### src/rtl/sevenseg_pkg.sv
// Shared constants for the 7-segment scan controller: register map, CTRL layout, glyphs.
// Segment patterns are active-low with bit6..0 = G..A.
package sevenseg_pkg;

  localparam logic [1:0] REG_DATA   = 2'd0;
  localparam logic [1:0] REG_CTRL   = 2'd1;
  localparam logic [1:0] REG_STATUS = 2'd2;

  localparam logic [6:0] SEG_OFF = 7'h7F;

  localparam logic [6:0] GLYPH_0 = 7'h40;
  localparam logic [6:0] GLYPH_1 = 7'h79;
  localparam logic [6:0] GLYPH_2 = 7'h24;
  localparam logic [6:0] GLYPH_3 = 7'h30;
  localparam logic [6:0] GLYPH_4 = 7'h19;
  localparam logic [6:0] GLYPH_5 = 7'h12;
  localparam logic [6:0] GLYPH_6 = 7'h02;
  localparam logic [6:0] GLYPH_7 = 7'h78;
  localparam logic [6:0] GLYPH_8 = 7'h00;
  localparam logic [6:0] GLYPH_9 = 7'h10;
  localparam logic [6:0] GLYPH_A = 7'h08;
  localparam logic [6:0] GLYPH_B = 7'h03;
  localparam logic [6:0] GLYPH_C = 7'h46;
  localparam logic [6:0] GLYPH_D = 7'h21;
  localparam logic [6:0] GLYPH_E = 7'h06;
  localparam logic [6:0] GLYPH_F = 7'h0E;

  // Field order mirrors CTRL bits: [16] blank, [15:8] dp, [7:0] enable.
  typedef struct packed {
    logic       blank;
    logic [7:0] dp;
    logic [7:0] en;
  } ctrl_t;

endpackage

### src/rtl/hex7seg_dec.sv
// Hex nibble to active-low 7-segment pattern (bit6..0 = G..A).
// Purely combinational, zero latency, no flow control.
module hex7seg_dec
  import sevenseg_pkg::*;
(
  input  logic [3:0] hex,
  output logic [6:0] seg
);

  always_comb begin
    seg = SEG_OFF;
    case (hex)
      4'h0: seg = GLYPH_0;
      4'h1: seg = GLYPH_1;
      4'h2: seg = GLYPH_2;
      4'h3: seg = GLYPH_3;
      4'h4: seg = GLYPH_4;
      4'h5: seg = GLYPH_5;
      4'h6: seg = GLYPH_6;
      4'h7: seg = GLYPH_7;
      4'h8: seg = GLYPH_8;
      4'h9: seg = GLYPH_9;
      4'hA: seg = GLYPH_A;
      4'hB: seg = GLYPH_B;
      4'hC: seg = GLYPH_C;
      4'hD: seg = GLYPH_D;
      4'hE: seg = GLYPH_E;
      4'hF: seg = GLYPH_F;
      default: seg = SEG_OFF;
    endcase
  end

endmodule

### src/rtl/sevenseg_scan_ctrl.sv
// Bus-mapped 8-digit multiplexed 7-seg driver with frame-synchronous shadow->active commit.
// Reads return data 1 cycle after bus_re; display outputs lag digit/active by 1 cycle; no backpressure.
module sevenseg_scan_ctrl
  import sevenseg_pkg::*;
#(
  parameter int REFRESH_DIV = 100000
) (
  input  logic        CLK100MHZ,
  input  logic        CPU_RESETN,
  input  logic        bus_we,
  input  logic        bus_re,
  input  logic [1:0]  bus_addr,
  input  logic [31:0] bus_wdata,
  output logic [31:0] bus_rdata,
  output logic        CA,
  output logic        CB,
  output logic        CC,
  output logic        CD,
  output logic        CE,
  output logic        CF,
  output logic        CG,
  output logic        DP,
  output logic [7:0]  AN
);

  localparam int              CNT_W    = $clog2(REFRESH_DIV);
  localparam logic [CNT_W-1:0] CNT_LAST = CNT_W'(REFRESH_DIV - 1);

  logic [CNT_W-1:0] cnt_q, cnt_d;
  logic [2:0]       digit_q, digit_d;
  logic             wrap, commit;

  logic [31:0] shd_data, act_data;
  ctrl_t       shd_ctrl, act_ctrl;
  logic        pending;
  logic        wr_data, wr_ctrl;
  logic [31:0] rd_val;

  logic [3:0]  cur_nib;
  logic [6:0]  dec_seg;
  logic        lit;
  logic [7:0]  an_q;
  logic [6:0]  seg_q;
  logic        dp_q;

  // Scan state: per-digit dwell counter and digit index.
  always_ff @(posedge CLK100MHZ or negedge CPU_RESETN) begin
    if (!CPU_RESETN) begin
      cnt_q   <= '0;
      digit_q <= 3'd0;
    end else begin
      cnt_q   <= cnt_d;
      digit_q <= digit_d;
    end
  end

  always_comb begin
    wrap    = (cnt_q == CNT_LAST);
    commit  = wrap && (digit_q == 3'd7);
    cnt_d   = cnt_q + CNT_W'(1);
    digit_d = digit_q;
    if (wrap) begin
      cnt_d   = '0;
      digit_d = digit_q + 3'd1;
    end
  end

  assign wr_data = bus_we && (bus_addr == REG_DATA);
  assign wr_ctrl = bus_we && (bus_addr == REG_CTRL);

  // Commit samples the shadow before any same-cycle write lands, so that write
  // waits for the next frame and keeps pending set.
  always_ff @(posedge CLK100MHZ or negedge CPU_RESETN) begin
    if (!CPU_RESETN) begin
      shd_data <= '0;
      shd_ctrl <= '0;
      act_data <= '0;
      act_ctrl <= '0;
      pending  <= 1'b0;
    end else begin
      if (wr_data) shd_data <= bus_wdata;
      if (wr_ctrl) shd_ctrl <= ctrl_t'(bus_wdata[16:0]);
      if (commit) begin
        act_data <= shd_data;
        act_ctrl <= shd_ctrl;
      end
      if (wr_data || wr_ctrl) pending <= 1'b1;
      else if (commit)        pending <= 1'b0;
    end
  end

  always_comb begin
    rd_val = 32'h0;
    case (bus_addr)
      REG_DATA:   rd_val = shd_data;
      REG_CTRL:   rd_val = {15'h0, shd_ctrl};
      REG_STATUS: rd_val = {28'h0, pending, digit_q};
      default:    rd_val = 32'h0;
    endcase
  end

  always_ff @(posedge CLK100MHZ or negedge CPU_RESETN) begin
    if (!CPU_RESETN)  bus_rdata <= 32'h0;
    else if (bus_re)  bus_rdata <= rd_val;
  end

  assign cur_nib = act_data[{digit_q, 2'b00} +: 4];
  assign lit     = act_ctrl.en[digit_q] && !act_ctrl.blank;

  hex7seg_dec u_dec (
    .hex (cur_nib),
    .seg (dec_seg)
  );

  // Anode and cathodes share one register stage so a digit change never ghosts.
  always_ff @(posedge CLK100MHZ or negedge CPU_RESETN) begin
    if (!CPU_RESETN) begin
      an_q  <= 8'hFF;
      seg_q <= SEG_OFF;
      dp_q  <= 1'b1;
    end else if (lit) begin
      an_q  <= ~(8'b1 << digit_q);
      seg_q <= dec_seg;
      dp_q  <= ~act_ctrl.dp[digit_q];
    end else begin
      an_q  <= 8'hFF;
      seg_q <= SEG_OFF;
      dp_q  <= 1'b1;
    end
  end

  assign AN = an_q;
  assign DP = dp_q;
  assign {CG, CF, CE, CD, CC, CB, CA} = seg_q;

endmodule
### config.mk
export PLATFORM = sky130hd
export DESIGN_NAME = sevenseg_scan_ctrl
export DESIGN_NICKNAME = d
export VERILOG_FILES = /design/src/rtl/sevenseg_pkg.sv /design/src/rtl/hex7seg_dec.sv /design/src/rtl/sevenseg_scan_ctrl.sv
export SDC_FILE = /design/constraint.sdc
export NUM_CORES = 1
export LEC_CHECK = 0
export CORE_MARGIN = 2
export CORE_UTILIZATION = 40
export DETAILED_ROUTE_END_ITERATION = 8
export PLACE_DENSITY_LB_ADDON = 0.25
export SKIP_LAST_GASP = 1
export SYNTH_ARGS = -nofsm -noshare
export SYNTH_HDL_FRONTEND = slang
export SYNTH_SLANG_ARGS = --single-unit
### constraint.sdc
create_clock -name CLK100MHZ -period 2.35 [get_ports CLK100MHZ]
set_input_delay 0.235 -clock CLK100MHZ [delete_from_list [all_inputs] [get_ports CLK100MHZ]]
set_output_delay 0.235 -clock CLK100MHZ [all_outputs]
set_load 0.02 [all_outputs]
==> results.yml <==
synthesis:
  async_flop_share_pct: 100.0
  yosys_warnings: 0
  synthDominantCellAreaShare_pct: 52.39
  syn_avg_cell_area_um2: 13.21
  synth_area_leaders: "dfrtp_1 (52%), mux2_1 (12%), dfstp_2 (5.8%)"
  synth_area_um2: 7213
  ys.flop_type: "dfrtp_1"
  yosys.area.top_type: "dfrtp_1"
  syn_nets: 597
  synthCells: 546
  synth.ff_latch_count: 167
  synth_seq_area_share_pct: 58.21
  synth_edf_count: 0
  synthDistinctLibCells: 43
power_and_ir_drop:
  combPwrFrac_pct: 10.3
  p_int_w: 0.004872
  pwr-share-seq_pct: 50.7
  p_per_area_nw_per_um2: 719.0
  clockPowerShare_pct: 39.0
  max-vdd-ir-drop_mv: 0.5181
  switchingPower_w: 0.001560
  swShare_pct: 24.26
  p_leak_nw: 4.042
worst_setup_path:
  slowest_delay_ns: 0.51
  reg2reg_depth: 9
  path_cells: "buf_12, mux4_2, nand2_1, and2_4, inv_1, ha_1, nand3b_1, o211ai_1, o211ai_1"
  cp_common_cell: "o211ai_1"
  cp.arrival_ns: 2.48
  criticalPathCategory: "reg2reg"
  path_max_fanout: 18
  end_kind: "flop"
  cp.required_ns: 2.67
  reg2reg_to: "seg_q[3]$_DFF_PN1_"
  cp-start-kind: "flop"
  reg2reg_from: "digit_q[0]$_DFFE_PN0N_"
  slowest_stage: "mux4_2"
  reg2reg_slack_ns: 0.19
route:
  routed_via_density: 5.108
  routed-wl-met2_mm: 7.461
  dr.pass1.iters: 4
  routed_wl_mm: 15.00
  first_iter_violations: 225
  highest_layer: "met4"
  ant_nets: 0
  wl_met3_um: 527
  wl_met1_mm: 6.758
  wl_per_cell_um: 16.89
  vias: 4536
  post-route-drc-count: 0
floorplan:
  core_um2: 17840
  die_w_um: 138.3
  rows: 49
  die_area_um2: 19120
  io_pins: 86
  initial_core_util_pct: 40.43
  die_h_um: 138.3
timing:
  fmax_mhz: 463.5
  max_slew_margin_pct: 55.63
  period_needed_ns: 2.158
  tns_ns: 0
  slew_viol_final: 0
  fin_crit_sh_pct: 91.82
  worst_pin_slew_ns: 0.6634
  finalSetupViolCount: 0
  rsz0062_at_grt: "false"
  worst_slack_ns: 0.1923
  hold_violations: 0
  fin_worst_skew_ns: 0.008973
clock_tree:
  numCtsBuffers: 17
  post_cts_buffers: 0
  clk_pin_slew_ns: 0.07
  h-tree-depth: 4
  cts_max_path_buffers: 2
  cts-root-buf: "clkbuf_16"
  cts_sinks: 167
  cts_tree: "yes"
  clk_latency_ns: 0.42
global_routing:
  grt_pass1_wl_mm: 25.27
  grt_pass1_vias: 4820
  grt_overflow: 0
  antenna_found_initial: 1
  grt_usage_pct: 16.57
  grt_start_max_net_pins: 67
run:
  cap_violations: 0
final_layout:
  multi_input_area_um2: 2739
  drive_gt1_share_pct: 15.50
  num-fill-cells: 1546
  layout_common_cells: "dfrtp_1 (151), clkdlybuf4s50_1 (84), mux2_1 (80), nand2_1 (42), inv_1 (32)"
  fin_nets: 696
  layout_commonest_cell: "dfrtp_1"
  area_growth_pct: 24.02
  regArea_um2: 4199
place:
  place_congestion: 0.8090
  port_buffers: 85
  pre_cts_ws_ns: 0.1249
  hpwlAfterDp_mm: 10.58
status:
  status: "completed"
min_path:
  hold_path_class: "in2async"
-- area by class of cell --
class                           count  share of cell area, %
Antenna cell                        1                0.02797
Inverter                           34                  1.427
Clock buffer                       24                  5.385
Tap cell                          229                  3.203
Timing Repair Buffer              104                  11.85
Multi-Input combinational cell    321                  30.62
Sequential cell                   167                  46.94
Clock inverter                      8                 0.5594
-- synthesized netlist by cell type (8+ instances only) --
master,n
mux4_2,10
nand2_1,42
dfstp_2,16
clkbuf_1,8
o21ai_0,16
inv_1,32
o22ai_1,13
mux2_2,20
nand3_1,8
a21oi_1,11
dfrtp_1,151
xnor2_1,9
mux2_1,80
ha_1,13
mux2i_1,25
nor2_1,20
buf_6,8
-- worst max-delay path by stage --
stage | from | to | slack, ns | cells after the start
global route | digit_q[0]$_DFFE_PN0N_ | seg_q[3]$_DFF_PN1_ | 0.04 | 8
global placement | digit_q[0]$_DFFE_PN0N_ | seg_q[3]$_DFF_PN1_ | 0.21 | 9
CTS | digit_q[0]$_DFFE_PN0N_ | seg_q[3]$_DFF_PN1_ | 0.11 | 9
detailed placement | digit_q[0]$_DFFE_PN0N_ | seg_q[3]$_DFF_PN1_ | 0.12 | 9
finish | digit_q[0]$_DFFE_PN0N_ | seg_q[3]$_DFF_PN1_ | 0.19 | 9
floorplan | digit_q[0]$_DFFE_PN0N_ | seg_q[3]$_DFF_PN1_ | 0.17 | 10
-- metal layers --
| layer | track usage [%] | up-vias |
|---|---|---|
| met2 | 27.72 | 100 |
| met1 | 21.25 | 2314 |
| met5 | 0 | - |
| met4 | 5.961 | 0 |
| li1 | - | 2099 |
| met3 | 3.810 | 23 |
-- critical path, delay by kind of cell, from the launching register on --
kind,cells,cell delay (ns)
adders and majority gates,1,0.25
buffers and inverters,2,0.29
muxes,1,0.51
AOI/OAI and AO/OA,2,0.22
and+or+nand+nor,3,0.41
DFF,1,0.37
-- metrics by stage --
step / std cells / area, um2 / total power (W) / util, % / hold slack (ns)
floorplan: 546 / 7213 / 0.003594 / - / -0.06059
global placement: 854 / 8399 / 0.003968 / 47.08 / 0.1919
detailed placement: 854 / 8399 / 0.003988 / 47.08 / 0.2005
CTS: 887 / 8941 / 0.006515 / 50.12 / 0.3135
global route: 887 / 8944 / 0.006701 / 50.13 / 0.3379
finish: 888 / 8946 / 0.006433 / 50.14 / 0.3095
-- logic make-up (layout without fill, tap and decap cells) --
kind of cell / Yosys count / count (layout) / share of synthesized area [%]
XOR/XNOR: 15 / 15 / 1.821
flip-flops: 167 / 167 / 58.21
AO/OA/AOI/OAI: 56 / 56 / 4.787
AND/OR/NAND/NOR: 102 / 102 / 6.765
adder cells (fa/ha/maj): 13 / 13 / 2.255
buffers and inverters: 58 / 170 / 3.955
multiplexers: 135 / 135 / 22.20
other: 0 / 1 / 0
-- power by group through the flow --
stage | sequential (W) | clock, W | combinational, W
floorplan | 0.00333 | 0 | 0.000264
global placement | 0.00331 | 0 | 0.000660
detailed placement | 0.00332 | 0 | 0.000672
CTS | 0.00327 | 0.00257 | 0.000676
global route | 0.00329 | 0.00268 | 0.000724
finish | 0.00326 | 0.00251 | 0.000660
-- registers in the layout (all words and copies together) (netlist names) --
register / count
act_data: 32
bus_rdata: 32
shd_data: 32
act_ctrl: 17
cnt_q: 17
shd_ctrl: 17
AN: 8
seg_q: 7
digit_q: 3
DP: 1
pending: 1
-- timing repair --
item / 4_1_cts / 5_1_grt
endpoints found under the hold margin: 43 / 0
endpoints found under the setup margin: 0 / 1
hold buffers: 1 / 0
resized for setup: 0 / 1
Power figures use the tool's default switching activity.
